File: config.mk
export PLATFORM = sky130hd
export DESIGN_NAME = mealy_seq_arb
export DESIGN_NICKNAME = d
export VERILOG_FILES = /design/src/rtl/mealy_seq_arb.sv
export SDC_FILE = /design/constraint.sdc
export NUM_CORES = 1
export LEC_CHECK = 0
export BUFFER_PORTS_ARGS = -buffer_cell sky130_fd_sc_hd__buf_4
export CORE_MARGIN = 2
export CORE_UTILIZATION = 30
export CTS_BUF_LIST = sky130_fd_sc_hd__clkbuf_8
export CTS_CLUSTER_SIZE = 40
export DETAILED_ROUTE_END_ITERATION = 8
export PLACE_DENSITY_LB_ADDON = 0.1
export SYNTH_ARGS = -nofsm -noshare
export SYNTH_HDL_FRONTEND = slang
export SYNTH_SLANG_ARGS = --single-unit
File: constraint.sdc
create_clock -name clk -period 1.5 [get_ports clk]
set_input_delay 0.225 -clock clk [delete_from_list [all_inputs] [get_ports clk]]
set_output_delay 0.225 -clock clk [all_outputs]
set_load 0.01 [all_outputs]
File: src/rtl/mealy_seq_arb.sv
// mealy_seq_arb
// Round-robin arbiter that runs one job at a time through a shared
// external Mealy FSM. The FSM is held in reset before each job. Each job
// symbol is then driven onto the FSM inputs, one symbol per cycle. The
// FSM's combinational outputs are captured into a result word.
//
// Parameters
//   CLR_CYCLES     cycles (1..4) that fsm_rst_b is held low before each job
//
// Ports
//   clk            clock; all state updates on its rising edge
//   rst_b          asynchronous active-low reset
//   req0/req1      job requests, held high until the matching grant
//   cmd0/cmd1      four 2-bit symbols, symbol k = cmd[2k+1:2k] = {a,b}
//   len0/len1      number of symbols minus 1
//   gnt0/gnt1      one-cycle grant pulse; cmd/len captured in that cycle
//   fsm_a/fsm_b    drive the shared FSM's a and b inputs
//   fsm_m/fsm_n    the shared FSM's combinational Mealy outputs
//   fsm_rst_b      active-low reset to the shared FSM
//   res            captured {m,n} per symbol, pair k at res[2k+1:2k]
//   res_id         requester that owns res
//   done           one-cycle pulse: res/res_id newly valid
//   busy           high in every state except IDLE
module mealy_seq_arb #(
    parameter int CLR_CYCLES = 1
) (
    input  logic       clk,
    input  logic       rst_b,
    input  logic       req0,
    input  logic       req1,
    input  logic [7:0] cmd0,
    input  logic [7:0] cmd1,
    input  logic [1:0] len0,
    input  logic [1:0] len1,
    output logic       gnt0,
    output logic       gnt1,
    output logic       fsm_a,
    output logic       fsm_b,
    input  logic       fsm_m,
    input  logic       fsm_n,
    output logic       fsm_rst_b,
    output logic [7:0] res,
    output logic       res_id,
    output logic       done,
    output logic       busy
);

    typedef enum logic [3:0] {
        IDLE  = 4'b0111,
        CLEAR = 4'b1011,
        RUN   = 4'b1101,
        DONE  = 4'b1110
    } state_t;

    localparam logic [1:0] CLR_LAST = 2'(CLR_CYCLES - 1);

    state_t     state;
    logic       armed;      // low only until the first edge after reset
    logic       prio;       // requester that wins a tie (0 after reset)
    logic [1:0] cnt;        // CLEAR cycle count, then RUN symbol index
    logic [7:0] job_cmd;
    logic [1:0] job_len;
    logic       job_id;
    logic [7:0] acc;        // result pairs collected so far in RUN

    logic       grant;
    logic       pick;
    logic [1:0] sym;
    logic [7:0] acc_next;

    // Grant and FSM-interface decode. The armed flag blocks a grant in
    // the first cycle after reset. It also keeps the shared FSM in reset
    // until the first clock edge.
    always_comb begin
        grant     = armed && (state == IDLE) && (req0 || req1);
        // A lone request always wins; on a tie the priority flag decides.
        pick      = (req0 && req1) ? prio : req1;
        gnt0      = grant && !pick;
        gnt1      = grant && pick;
        sym       = job_cmd[{cnt, 1'b0} +: 2];
        fsm_a     = (state == RUN) && sym[1];
        fsm_b     = (state == RUN) && sym[0];
        fsm_rst_b = armed && (state != CLEAR);
        busy      = (state != IDLE);
        done      = (state == DONE);
        acc_next  = acc;
        acc_next[{cnt, 1'b0} +: 2] = {fsm_m, fsm_n};
    end

    // Controller FSM. res is loaded directly from the final pair on the
    // last RUN edge, so res is already valid while DONE is shown.
    always_ff @(posedge clk or negedge rst_b) begin
        if (!rst_b) begin
            state   <= IDLE;
            armed   <= 1'b0;
            prio    <= 1'b0;
            cnt     <= 2'd0;
            job_cmd <= 8'h00;
            job_len <= 2'd0;
            job_id  <= 1'b0;
            acc     <= 8'h00;
            res     <= 8'h00;
            res_id  <= 1'b0;
        end else begin
            armed <= 1'b1;
            unique case (state)
                IDLE: begin
                    if (grant) begin
                        job_cmd <= pick ? cmd1 : cmd0;
                        job_len <= pick ? len1 : len0;
                        job_id  <= pick;
                        prio    <= ~pick;
                        acc     <= 8'h00;
                        cnt     <= 2'd0;
                        state   <= CLEAR;
                    end
                end
                CLEAR: begin
                    if (cnt == CLR_LAST) begin
                        cnt   <= 2'd0;
                        state <= RUN;
                    end else begin
                        cnt <= cnt + 2'd1;
                    end
                end
                RUN: begin
                    acc <= acc_next;
                    if (cnt == job_len) begin
                        res    <= acc_next;
                        res_id <= job_id;
                        state  <= DONE;
                    end else begin
                        cnt <= cnt + 2'd1;
                    end
                end
                DONE: begin
                    state <= IDLE;
                end
                default: begin
                    state <= IDLE;
                end
            endcase
        end
    end

endmodule

Yosys cells after proc, flatten, opt, wreduce, memory -nomap -nowiden
Cells that the tools add are included.
{"block": "word_totals", "register_bits": 36, "wordCells": 59, "out_inout_bits": 16}
{"block": "op_classes", "mux": 14, "shifts": 3, "n_eq_ne": 11, "reduce_logical": 18, "add_sub_neg": 2, "bitwise_logic": 1}
{"operator": "8-bit two-way mux", "n": 2}
{"operator": "8-bit one-hot mux with 2 select lines", "n": 1}
{"operator": "4-bit equality test (second input constant)", "n": 3}
{"operator": "4-bit two-way mux", "n": 3}
{"operator": "4-bit one-hot mux with 3 select lines", "n": 1}
{"operator": "8-bit bitwise mux", "n": 1}
{"operator": "1-bit logical AND", "n": 8}
{"operator": "2-bit two-way mux", "n": 4}
{"operator": "2-bit by 5-bit variable shift with 8-bit output (first input constant)", "n": 1}
{"operator": "2-bit by 5-bit indexed part select with 8-bit output", "n": 1}
{"operator": "8-bit by 4-bit indexed part select with 2-bit output", "n": 1}
{"operator": "2-bit != test (second input constant)", "n": 3}
{"operator": "2-bit one-hot mux with 3 select lines", "n": 1}
{"operator": "2-bit AND reduction", "n": 3}
{"operator": "3-bit AND reduction", "n": 2}
{"operator": "3-bit negator with 5-bit output", "n": 1}
{"operator": "4-bit by 3-bit equality test with 1-bit output (second input constant)", "n": 1}
{"operator": "4-bit by 3-bit != test with 1-bit output (second input constant)", "n": 1}
{"operator": "4-bit != test (second input constant)", "n": 1}
{"operator": "3-bit nonzero test", "n": 1}
{"operator": "2-bit by 1-bit adder with 2-bit output (second input constant)", "n": 1}
{"operator": "2-bit equality test", "n": 1}
{"operator": "2-bit logical NOT", "n": 1}
{"operator": "2-bit by 1-bit != test with 1-bit output (second input constant)", "n": 1}
{"operator": "5 further kinds", "n": 5}

Depth between registers and ports, before layout
{"block": "depth", "depth_word": 5, "mapped_depth": 6, "mapped_depth_nobuf": 5}

Worst setup path after synthesis
Ideal clock, no wire load.
{"block": "synth_timing", "path_type": "flip-flop to flip-flop", "startpoint": "register cnt[0]", "endpoint": "register acc[0]", "arrival_ps": 1494, "path_stages_with_launch": 7, "slack_ps": -77, "required_ps": 1418, "path_cell_list": "dfrtp_1 -> buf_2 -> inv_1 -> ha_1 -> nor3b_1 -> a31oi_1 -> o22ai_1"}
{"block": "synth_between", "elab_chain_cells": 4, "word_cells_on_any_way": 5, "cone_classes": "add/sub (1); shift (2); mux (2)"}
{"element": "start: declaration", "line_no": "60", "source": "logic [1:0] cnt;"}
{"element": "start signal: assignment", "line_no": "123", "source": "cnt <= cnt + 2'd1;"}
{"element": "start signal: assignment", "line_no": "133", "source": "cnt <= cnt + 2'd1;"}
{"element": "3-bit negator with 5-bit output (*)", "line_no": "87", "source": "acc_next[{cnt, 1'b0} +: 2] = {fsm_m, fsm_n};"}
{"element": "2-bit by 5-bit indexed part select with 8-bit output or 2-bit by 5-bit variable shift with 8-bit output (tied branches)", "line_no": "87"}
{"element": "8-bit bitwise mux (*)", "line_no": "87"}
{"element": "8-bit one-hot mux with 2 select lines (*)", "line_no": "106", "source": "unique case (state)"}
{"element": "end signal: assignment", "line_no": "127", "source": "acc <= acc_next;"}
{"element": "end: declaration", "line_no": "64", "source": "logic [7:0] acc;"}
Mark *: on every way between the ends. The rest lies on a longest branch, timed or not.
A chain may end at the register's enable or synchronous reset.

Worst setup path in the final report
{"block": "layout_timing", "startpoint": "register state[2]", "endpoint": "output gnt0"}
{"block": "layout_between", "elab_chain_cells": 4}
{"element": "start: declaration", "line_no": "57", "source": "state_t state;"}
{"element": "start signal: assignment", "line_no": "94", "source": "state <= IDLE;"}
{"element": "start signal: assignment", "line_no": "115", "source": "state <= CLEAR;"}
{"element": "start signal: assignment", "line_no": "121", "source": "state <= RUN;"}
{"element": "4-bit by 3-bit equality test with 1-bit output", "line_no": "75", "source": "grant = armed && (state == IDLE) && (req0 || req1);"}
{"element": "1-bit logical AND (2 in a row)", "line_no": "75"}
{"element": "1-bit logical AND", "line_no": "78", "source": "gnt0 = grant && !pick;"}
{"element": "end: declaration", "line_no": "35", "source": "output logic gnt0,"}
Every way passes these cells.

==> metrics.md <==
| Metric | Value |
|---|---|
| Status | `finished, violations left` |
| Failing checks | `negative setup slack` |
| Max Cap Viol | `0` |
| Sequential Power Share | `35.9%` |
| Dpl cell area | `2301 um^2` |
| Clk_lat worst skew | `290 ps` |
| Crit share post-route | `113.2%` |
| Top_reg_cell synth | `dfrtp_1` |
| Area growth syn-to-layout | `46.93%` |
| Die height | `82.25 um` |
| Post-synthesis cell count | `177` |
| FF-to-FF Start | `state[2]$_DFFE_PN1P_` |
| Post-Synth XOR/XNOR Area | `0.9537%` |
| Sink Count | `36` |
| H-tree levels | `2` |
| GRT Resource Usage Total | `15.26%` |
| Seq/Total Area, Yosys | `49.25%` |
| Setup crit end kind | `output port` |
| Final Instance Area | `2699 um^2` |
| Remaining DRCs | `0` |
| Peak supply drop | `0.6494 mV` |
| CP arrival | `1470 ps` |
| Pleak | `1.247 nW` |
| Synth Register Bits | `36` |
| Clock Power Share | `15.3%` |
| Max Clock Freq | `589.0 MHz` |
| Final #Nets | `277` |
| Die area | `6764 um^2` |
| Largest net degree at the start of global routing | `37` |
| Proportion of synthesized area in mux cells | `8.515%` |
| Final Skew | `3.707 ps` |
| Max Slew Vio Count | `0` |
| Yosys warning total | `0` |
| CORE AREA | `5921 um^2` |
| Top-Level Pins | `42` |
| R2r setup slk | `-180 ps` |
| Finish-stage setup viols | `21` |
| Largest family of logic cells by synthesized area | `simple AND/OR/NAND/NOR gates` |
| CTS Buf Count | `5` |
| Antenna violations before repair | `0` |
| Total net switching power | `1.551 mW` |
| Minimum clock period | `1698 ps` |
| GPL Wtd Cong | `0.7011` |
| Routed WL per cell | `14.58 um` |
| Logic pwr share | `48.8%` |
| First-pass GRT wire length | `7659 um` |
| Number of global-route vias before repair | `1578` |
| Die W | `82.25 um` |
| # fillers | `579` |
| Design Power | `4.239 mW` |
| Compound-gate portion of the synthesized area | `15.46%` |
| Simple-Gate Fraction of Synth Area | `17.92%` |
| Hold WC Path Type | `in -> reg` |
| Placed Cells | `296` |
| Average cell area after synthesis | `10.38 um^2` |
| Post-synth EDFFs | `0` |
| Final Hold Fails | `0` |
| Post-synthesis net count | `208` |
| CP Launch Point | `state[2]$_DFFE_PN1P_` |
| Mapped Area | `1837 um^2` |
| Number of vias per cell | `4.870` |
| # diodes | `0` |
| RSZ-0062 raised after global routing | `yes` |
| Worst Hold Launch | `cmd1[5]` |
| WP data required | `1270 ps` |
| Int Power | `2.688 mW` |
| Register clock-pin slew on the reported worst setup and hold paths | `70 ps` |
| Cell row count | `28` |
| Pre-CTS setup slack | `-41.81 ps` |
| Synth cell types | `38` |
| Root Buffer Master | `clkbuf_8` |
| Routed vias | `1568` |
| DRT Pass-1 Iters | `4` |
| Ys async rst share | `100.0%` |
| Hold Slack | `229.6 ps` |
| Setup ws final | `-197.8 ps` |
| Finished Layout Cells | `322` |
| Switch share | `36.58%` |
| CTS max path bufs | `2` |
| Dpl hpwl | `3078 um` |
| Worst Path Max Fanout | `3` |
| WS Path Type | `reg -> out` |
| DR iter-0 viols | `66` |
| Synth Area in Adders | `3.406%` |
| Grt ovf | `0` |
| CTS tree | `done` |
| IO Port Bufs | `41` |
| Crit start category | `flop` |
| Power Density | `1571 nW/um^2` |
| Initial core utilization | `31.02%` |
| Total wire length | `4694 um` |
| Share of cells above drive strength 1 | `44.13%` |
| Antenna-violating nets left | `0` |
-- registers in the layout, indices dropped and copies added (netlist names), 2 cells and up --
name     count
acc          8
cnt          2
job_cmd      8
job_len      2
res          8
state        4
-- power groups by stage --
stage	logic, mW	clock network (mW)	registers (mW)
2_1_floorplan	1.08	0	1.51
3_3_place_gp	1.60	0	1.53
3_5_place_dp	1.63	0	1.54
4_1_cts	1.83	0.670	1.53
5_1_grt	2.28	0.709	1.56
6_report	2.07	0.649	1.52
-- kinds of logic after synthesis --
kind of cell / after synthesis
AND/OR/NAND/NOR: 60
AO/OA/AOI/OAI: 46
flip-flops: 36
adder cells (fa/ha/maj): 5
buffers and inverters: 14
XOR/XNOR: 2
other: 1
multiplexers: 13
-- cells in the mapped netlist (3+ instances only) --
cell     count  share of area (%)
dfrtp_1     33                 45
nor2_1      24                4.9
a21oi_1     19                5.2
nor2b_1     15                5.1
mux2i_1     10                5.4
nand2_1     10                2.0
o22ai_1      8                2.7
a31oi_1      6                2.0
buf_2        5                1.4
ha_1         5                3.4
inv_1        4               0.82
buf_4        3                1.2
dfstp_2      3                4.3
-- placed cells by master, fill, tap and decap left out, types with 3 or more instances in the layout --
master / instances
buf_4: 58
nor2b_4: 4
inv_1: 6
nor2_1: 21
nor2b_1: 11
o22ai_1: 8
dfrtp_1: 32
buf_6: 13
mux2i_1: 10
ha_4: 3
nand2_1: 10
dfstp_2: 3
a31oi_1: 3
clkbuf_8: 5
a21oi_1: 18
-- final cells by class --
cell class	instances	area (um^2)	share of cell area, %
multi-input cells	127	1010	37.41
repair buffers	72	591.8	21.93
well taps	75	93.84	3.477
flip-flops and latches	36	905.9	33.57
clock buffers	5	68.82	2.550
clock inverters	3	11.26	0.4172
inverters	4	17.52	0.6490
-- path summary, 6_finish.rpt --
check,end,depth (start not counted)
max,gnt0,4
min,job_cmd[5]$_DFFE_PN0P_,3
max reg2reg,res_id$_DFFE_PN0P_,6
min reg2reg,job_id$_DFFE_PN0P_,1
max in group asynchronous,cnt[0]$_DFFE_PN0P_,2
min in group asynchronous,res[5]$_DFFE_PN0P_,2
-- stage by stage --
stage | TNS (ps) | utilization [%]
detailed placement | -241.7 | 38.86
CTS | -1812 | 43.22
global route | -4241 | 45.58
global placement | -52.58 | 38.86
floorplan | -9.502 | -
finish | -2071 | 45.58
-- routing by layer --
metal	share of wire (%)	global-route usage [%]	up-vias
met5	0	0	-
met4	2.3	5.833	0
met3	5.0	4.130	12
met2	49	24.76	43
met1	44	19.35	751
li1	-	-	762
-- what timing repair did --
item / in CTS / in global routing
pin swaps: 4 / 3
gates cloned: 2 / 0
gates resized for setup: 24 / 18
endpoints found under the hold margin: 33 / 0
hold buffers: 1 / 0
setup buffers: 7 / 9
setup endpoints to repair: 23 / 37
-- critical path, cell delays in order (launching register included) --
cell and delay, ps:
dfstp_2 550, nor2b_4 170, and4_4 240, and2_4 140, buf_6 90
Power figures use the tool's default switching activity.
